<file path="src/rtl/serial_subtractor.sv">
// Bit-serial WIDTH-bit subtractor (a_in - b_in - bin, LSB first) around one full-subtractor cell.
// Optional signed-overflow output ovf is compiled in when SERSUB_OVF_EN is defined.
module serial_subtractor #(
  parameter int WIDTH = 8
) (
  input  logic             clk,
  input  logic             rst,
  input  logic             start,
  input  logic [WIDTH-1:0] a_in,
  input  logic [WIDTH-1:0] b_in,
  input  logic             bin,
  output logic             busy,
  output logic             done,
  output logic [WIDTH-1:0] diff_out,
  output logic             borrow_out
`ifdef SERSUB_OVF_EN
  ,output logic            ovf
`endif
);

  localparam int CW = (WIDTH > 1) ? $clog2(WIDTH) : 1;
  localparam logic [CW-1:0] CNT_LAST = CW'(WIDTH - 1);

  typedef enum logic [1:0] {
    IDLE  = 2'd0,
    SHIFT = 2'd1,
    DONE  = 2'd2
  } state_t;

  state_t           state_q, state_d;
  logic [WIDTH-1:0] a_sr_q, a_sr_d;
  logic [WIDTH-1:0] b_sr_q, b_sr_d;
  logic [WIDTH-1:0] res_sr_q, res_sr_d;
  logic             brw_q, brw_d;
  logic [CW-1:0]    cnt_q, cnt_d;
  logic [WIDTH-1:0] diff_q, diff_d;
  logic             borrow_q, borrow_d;
  logic             busy_q, busy_d;
  logic             done_q, done_d;
  logic             cell_d_s, cell_bo_s;
`ifdef SERSUB_OVF_EN
  logic             ovf_q, ovf_d;
`endif

  // Full-subtractor cell fed from the operand LSBs and the running borrow.
  always_comb begin
    cell_d_s  = a_sr_q[0] ^ b_sr_q[0] ^ brw_q;
    cell_bo_s = (~a_sr_q[0] & b_sr_q[0]) | (~a_sr_q[0] & brw_q) | (b_sr_q[0] & brw_q);
  end

  // Next-state, datapath and output decode.
  always_comb begin
    state_d  = state_q;
    a_sr_d   = a_sr_q;
    b_sr_d   = b_sr_q;
    res_sr_d = res_sr_q;
    brw_d    = brw_q;
    cnt_d    = cnt_q;
    diff_d   = diff_q;
    borrow_d = borrow_q;
`ifdef SERSUB_OVF_EN
    ovf_d    = ovf_q;
`endif
    case (state_q)
      IDLE, DONE: begin
        if (start) begin
          state_d = SHIFT;
          a_sr_d  = a_in;
          b_sr_d  = b_in;
          brw_d   = bin;
          cnt_d   = {CW{1'b0}};
        end else begin
          state_d = IDLE;
        end
      end
      SHIFT: begin
        res_sr_d = {cell_d_s, res_sr_q[WIDTH-1:1]};
        a_sr_d   = {1'b0, a_sr_q[WIDTH-1:1]};
        b_sr_d   = {1'b0, b_sr_q[WIDTH-1:1]};
        brw_d    = cell_bo_s;
        cnt_d    = cnt_q + CW'(1);
        if (cnt_q == CNT_LAST) begin
          state_d  = DONE;
          diff_d   = {cell_d_s, res_sr_q[WIDTH-1:1]};
          borrow_d = cell_bo_s;
`ifdef SERSUB_OVF_EN
          // On the last bit the shift registers hold the captured operand MSBs.
          ovf_d    = (a_sr_q[0] != b_sr_q[0]) && (cell_d_s != a_sr_q[0]);
`endif
        end else begin
          state_d = SHIFT;
        end
      end
      default: begin
        state_d = IDLE;
      end
    endcase
    busy_d = (state_d == SHIFT);
    done_d = (state_d == DONE);
  end

  // State, datapath and registered outputs.
  always_ff @(posedge clk or posedge rst) begin
    if (rst) begin
      state_q  <= IDLE;
      a_sr_q   <= {WIDTH{1'b0}};
      b_sr_q   <= {WIDTH{1'b0}};
      res_sr_q <= {WIDTH{1'b0}};
      brw_q    <= 1'b0;
      cnt_q    <= {CW{1'b0}};
      diff_q   <= {WIDTH{1'b0}};
      borrow_q <= 1'b0;
      busy_q   <= 1'b0;
      done_q   <= 1'b0;
`ifdef SERSUB_OVF_EN
      ovf_q    <= 1'b0;
`endif
    end else begin
      state_q  <= state_d;
      a_sr_q   <= a_sr_d;
      b_sr_q   <= b_sr_d;
      res_sr_q <= res_sr_d;
      brw_q    <= brw_d;
      cnt_q    <= cnt_d;
      diff_q   <= diff_d;
      borrow_q <= borrow_d;
      busy_q   <= busy_d;
      done_q   <= done_d;
`ifdef SERSUB_OVF_EN
      ovf_q    <= ovf_d;
`endif
    end
  end

  assign busy       = busy_q;
  assign done       = done_q;
  assign diff_out   = diff_q;
  assign borrow_out = borrow_q;
`ifdef SERSUB_OVF_EN
  assign ovf        = ovf_q;
`endif

endmodule

</file>
<file path="config.mk">
export PLATFORM = sky130hd
export DESIGN_NAME = serial_subtractor
export DESIGN_NICKNAME = d
export VERILOG_FILES = /design/src/rtl/serial_subtractor.sv
export SDC_FILE = /design/constraint.sdc
export NUM_CORES = 1
export LEC_CHECK = 0
export ABC_AREA = 1
export BUFFER_PORTS_ARGS = -buffer_cell sky130_fd_sc_hd__buf_2
export CAP_MARGIN = 25
export CORE_MARGIN = 2
export CORE_UTILIZATION = 25
export CTS_BUF_LIST = sky130_fd_sc_hd__clkbuf_4 sky130_fd_sc_hd__clkbuf_8 sky130_fd_sc_hd__clkbuf_16
export DETAILED_ROUTE_END_ITERATION = 10
export PLACE_DENSITY = 0.44
export SKIP_LAST_GASP = 1
export SLEW_MARGIN = 25
export SYNTH_ARGS = -nofsm -noshare
export SYNTH_HDL_FRONTEND = slang
export SYNTH_SLANG_ARGS = --single-unit
</file>
<file path="constraint.sdc">
create_clock -name clk -period 2.6 [get_ports clk]
set_clock_uncertainty 0.05 [all_clocks]
set_input_delay 0.26 -clock clk [delete_from_list [all_inputs] [get_ports clk]]
set_output_delay 0.26 -clock clk [all_outputs]
set_load 0.01 [all_outputs]
</file>
==> Yosys cells after proc, flatten, opt, wreduce, memory -nomap -nowiden <==
Index checks and enable logic that the tools add are counted.
{ "classes": {"n_mul": 0, "eq_ne": 6, "n_div": 0, "reduce_logical": 5, "n_bitwise": 8, "shift": 0, "order_cmp": 0, "addsub": 1, "n_mux": 11} }
{ "op_table": {"columns": ["op", "n"], "rows": [
  ["8-bit case mux with 2 select lines", 2],
  ["8-bit two-way mux", 2],
  ["3-bit case mux with 2 select lines", 1],
  ["2-bit by 1-bit == test with 1-bit output, second input constant", 2],
  ["2-bit == test, second input constant", 2],
  ["2-bit case mux with 2 select lines", 1],
  ["2-bit AND reduction", 2],
  ["3-bit by 1-bit adder with 3-bit output, second input constant", 1],
  ["1-bit bitwise AND", 3],
  ["3-bit == test, second input constant", 1],
  ["3-bit two-way mux", 1],
  ["2-bit logical NOT", 1],
  ["1-bit two-way mux", 2],
  ["2-bit two-way mux", 1],
  ["2-bit inequality test, second input constant", 1],
  ["1-bit OR", 2],
  ["1-bit case mux with 2 select lines", 1],
  ["2-bit nonzero test", 1],
  ["2-bit OR reduction", 1],
  ["1-bit bitwise XOR", 2],
  ["1-bit inverter", 1]
]} }
{ "totals": {"wordCells": 41, "input_bits": 20, "ff_bits": 41, "ram_bits": 0, "n_memories": 0, "romBits": 0, "latchBits": 0, "output_inout_bits": 11} }

==> Logic depth before layout (Yosys ltp) <==
{ "logic_depth": {"depth_word": 5, "ltp_mapped": 8, "mapped_depth_nobuf": 6} }

==> Worst setup path after synthesis <==
No wires, ideal clock.
{ "synth_timing": {"kind": "register -> register", "from": "register cnt_q[0]", "to": "register diff_q[0] (netlist: diff_out[0])", "path_slack_ns": 1.331, "synth_period_minus_slack_ns": 1.269, "arrival_time_ns": 1.154, "stages_incl_launch_ff": 7, "n_path_buf": 1, "path_cell_list": "dfrtp_1 > ha_1 > ha_1 > nand2_4 > buf_6 > nand2_1 > nand2_1"} }
{ "synth_via": {"elab_chain_cells": 2} }
{ "synth_lines": {"columns": ["item", "line", "text"], "rows": [
  ["start: declaration", "35", "logic [CW-1:0] cnt_q, cnt_d;"],
  ["start signal: assignment", "110", "cnt_q <= {CW{1'b0}};"],
  ["start signal: assignment", "124", "cnt_q <= cnt_d;"],
  ["3-bit == test", "82", "if (cnt_q == CNT_LAST) begin"],
  ["2-bit AND reduction (no line)", null, null],
  ["end signal: assignment", "111", "diff_q <= {WIDTH{1'b0}};"],
  ["end signal: assignment", "125", "diff_q <= diff_d;"],
  ["end: declaration", "36", "logic [WIDTH-1:0] diff_q, diff_d;"]
]} }
No other way between the ends.
A chain may end at the register's enable or synchronous reset.

==> Worst setup path after layout <==
{ "layout_timing": {"from": "register state_q[1]", "to": "register a_sr_q[5]"} }
{ "layout_via": {"elab_chain_cells": 4} }
{ "layout_lines": {"columns": ["item", "line", "text"], "rows": [
  ["start: declaration", "30", "state_t state_q, state_d;"],
  ["start signal: assignment", "119", "state_q <= state_d;"],
  ["2-bit == test or 2-bit logical NOT (tied branches)", "64", "case (state_q)"],
  ["2-bit OR reduction", "64", null],
  ["2-bit inequality test (no line) or 2-bit nonzero test (tied branches)", null, null],
  ["2-bit AND reduction (no line)", null, null],
  ["end signal: assignment", "106", "a_sr_q <= {WIDTH{1'b0}};"],
  ["end signal: assignment", "120", "a_sr_q <= a_sr_d;"],
  ["end: declaration", "31", "logic [WIDTH-1:0] a_sr_q, a_sr_d;"]
]} }
Several ways; a longest one is shown, not always the timed one.

==> results.yml <==
critical_path:
  critical_path.max_stage_delay_ps: 420
  cp_max_fo: 32
  worstSetupStartpointType: "register"
  critPathCaptureType: "register"
  crit_family: "simple AND/OR/NAND/NOR gates"
  cp.required_ps: 2730
  worst_path_max_delay_cell: "dfrtp_1"
  crit_type: "reg2reg"
  crit_buf_inv: 2
  arrival_ps: 1790
  path_cells: "inv_2 > nand2_4 > nand2_4 > inv_4 > nand2_1 > nand2_1"
timing:
  timing.setup.tns_ps: 0
  timing_worst_slew_pin_value_ps: 517
  slew_violations: 0
  slew_headroom: 0.655
  setup_violations: 0
  fin_crit_sh: 0.638
  grt_setup_unrepaired: "false"
  hold_viol: 0
  finalWorstPathRequiredPeriod_ps: 1660
  max_freq_ghz: 0.603
grt:
  grt_use_total: 0.0991
  grt_pass1_wl_um: 6510
  grt_pass1_vias: 1377
  grt_max_degree: 41
  gr-total-overflow: 0
  antenna_found_initial: 0
cts:
  htreeDepth: 2
  cts_buffers: 5
  cts_setup_buffers: 0
  root_buffer: "clkbuf_8"
  cts_resized: 0
  cts-root-to-sink-buffers: 2
  cts.sinks: 40
  ctsHoldBuffers: 0
  clk_latency_ps: 300
  cts_tree: "done"
  clk_pin_slew_ps: 90
routing:
  vias: 1409
  dr.pass1.iters: 4
  wl_per_cell_um: 10.8
  drt_iter0_markers: 83
  drc: 0
  viasPerCell: 3.99
  ant_nets: 0
  drt_wl_total_um: 3820
floorplanning:
  io_pins: 31
  die_h_um: 91.0
  initial_core_util: 0.260
  die-area_mm2: 0.00828
  die_width_um: 91.0
  num_rows: 31
  core_area_mm2: 0.00729
cells_and_area:
  most-common-layout-cells: "71 x nand2_1, 41 x inv_1, 40 x dfrtp_1, 30 x nand3_1, 30 x buf_2"
  area_growth_syn_to_layout_pct: 17.7
  final_nets: 276
  post-route-util: 0.306
  final_common_cell: "nand2_1"
  n_antenna_cell: 0
  n_fill_cell: 835
  drive_above_1_share: 0.220
power_and_ir_drop:
  power.density_mw_per_mm2: 1220
  vdd_ir_drop_max_mv: 0.283
  p_leak_nw: 1.25
placed_design:
  dpl.hpwl_um: 2490
  port_buffers: 30
  globalplace.congestion: 0.704
logic_synthesis:
  synth-compound-area-share: 0.0687
  ys_seq_area_frac: 0.529
  synth_mux_area_frac: 0
  yosys.area_share.adder: 0.0238
  synth_top_family_by_area: "simple AND/OR/NAND/NOR gates"
  post_synth_num_cell_types: 17
  synth-simple-area-share: 0.252
  syn_area_mm2: 0.00189
  synth.ff_latch_count: 40
  synth_top_area_frac: 0.529
  syn_nets: 246
  synth_area_leaders: "dfrtp_1 53%, nand2_1 14%, inv_1 8.1%"
  synthCells: 223
  synth_top_area_cell: "dfrtp_1"
  postSynthAreaPerCell_um2: 8.49
  synth_xor_xnor_area_share: 0
  synth_warnings: 0
flow_run:
  drv_cap: 0
run_status:
  status: "finished, final reports clean"
min_path:
  hold_class: "in2async"
-- state kept, by name, indices dropped and copies added (netlist names) --
| name | cells |
|---|---|
| a_sr_q | 8 |
| b_sr_q | 8 |
| diff_out | 8 |
| res_sr_q | 7 |
| cnt_q | 3 |
| state_q | 2 |
| borrow_out | 1 |
| brw_q | 1 |
| busy | 1 |
| done | 1 |
-- path summary, 6_finish.rpt --
path                       slack, ps                       to                  from  cells past startpoint
setup / recovery                 940    a_sr_q[5]$_DFFE_PP0P_  state_q[1]$_DFF_PP0_                      6
hold / removal                    20  diff_out[3]$_DFFE_PP0P_                   rst                      3
setup reg to reg                 940    a_sr_q[5]$_DFFE_PP0P_  state_q[1]$_DFF_PP0_                      6
hold reg to reg                  430     cnt_q[0]$_DFFE_PP0P_  cnt_q[0]$_DFFE_PP0P_                      1
max in group asynchronous       2110    a_sr_q[5]$_DFFE_PP0P_                   rst                      3
min in group clk                 140    b_sr_q[7]$_DFFE_PP0P_               b_in[7]                      3
-- kinds of logic after synthesis --
group                    after synthesis
flip-flops                            40
AND/OR/NAND/NOR                      107
adder cells (fa/ha/maj)                3
AO/OA/AOI/OAI                         20
buffers and inverters                 53
-- layout make-up --
| type | instances | area (µm²) | area share |
|---|---|---|---|
| sequential | 40 | 1000 | 0.449 |
| multi-input combinational | 130 | 652 | 0.293 |
| inverter | 44 | 170 | 0.0764 |
| timing repair buffer | 32 | 165 | 0.0741 |
| tap | 99 | 124 | 0.0556 |
| clock buffer | 5 | 68.8 | 0.0309 |
| clock inverter | 3 | 47.5 | 0.0213 |
-- power breakdown --
group          switching (W)  total, W  internal (W)
clock               0.000233  0.000522      0.000289
combinational       0.000739   0.00115      0.000414
sequential          0.000137   0.00105      0.000912
-- worst reg2reg max path, cell delays in order, from the launching register on --
cell and delay, ps:
dfrtp_1 420, inv_2 250, nand2_4 270, nand2_4 280
inv_4 140, nand2_1 90, nand2_1 50
-- through the flow --
step           instance area [µm²]  setup WS, ps  hold WS [ps]  std cells  total power (W)
6_report                      2230           942          22.5        353          0.00272
5_1_grt                       2230           773          50.7        353          0.00300
4_1_cts                       2230           928          36.1        353          0.00278
3_5_place_dp                  2110           943           375        345          0.00224
3_3_place_gp                  2110           977           374        345          0.00223
2_1_floorplan                 1890          1330           331        223          0.00201
-- routing by layer --
metal / share of wire / vias to the layer above / routed length [µm] / GRT usage
met1: 0.50 / 648 / 1920 / 0.130
met5: 0 / - / 0 / 0
li1: - / 734 / - / -
met2: 0.44 / 21 / 1690 / 0.152
met4: 0.018 / 0 / 70 / 0.0417
met3: 0.037 / 6 / 142 / 0.0290
-- synthesized netlist by cell type, drive strengths merged --
cell type,n
buf,8
fa,1
a21oi,1
clkbuf,1
inv,44
nand3,30
dfrtp,40
ha,2
nand2,75
o21ai,19
nor2,2
Note: power is estimated with default switching activity, not from simulation.
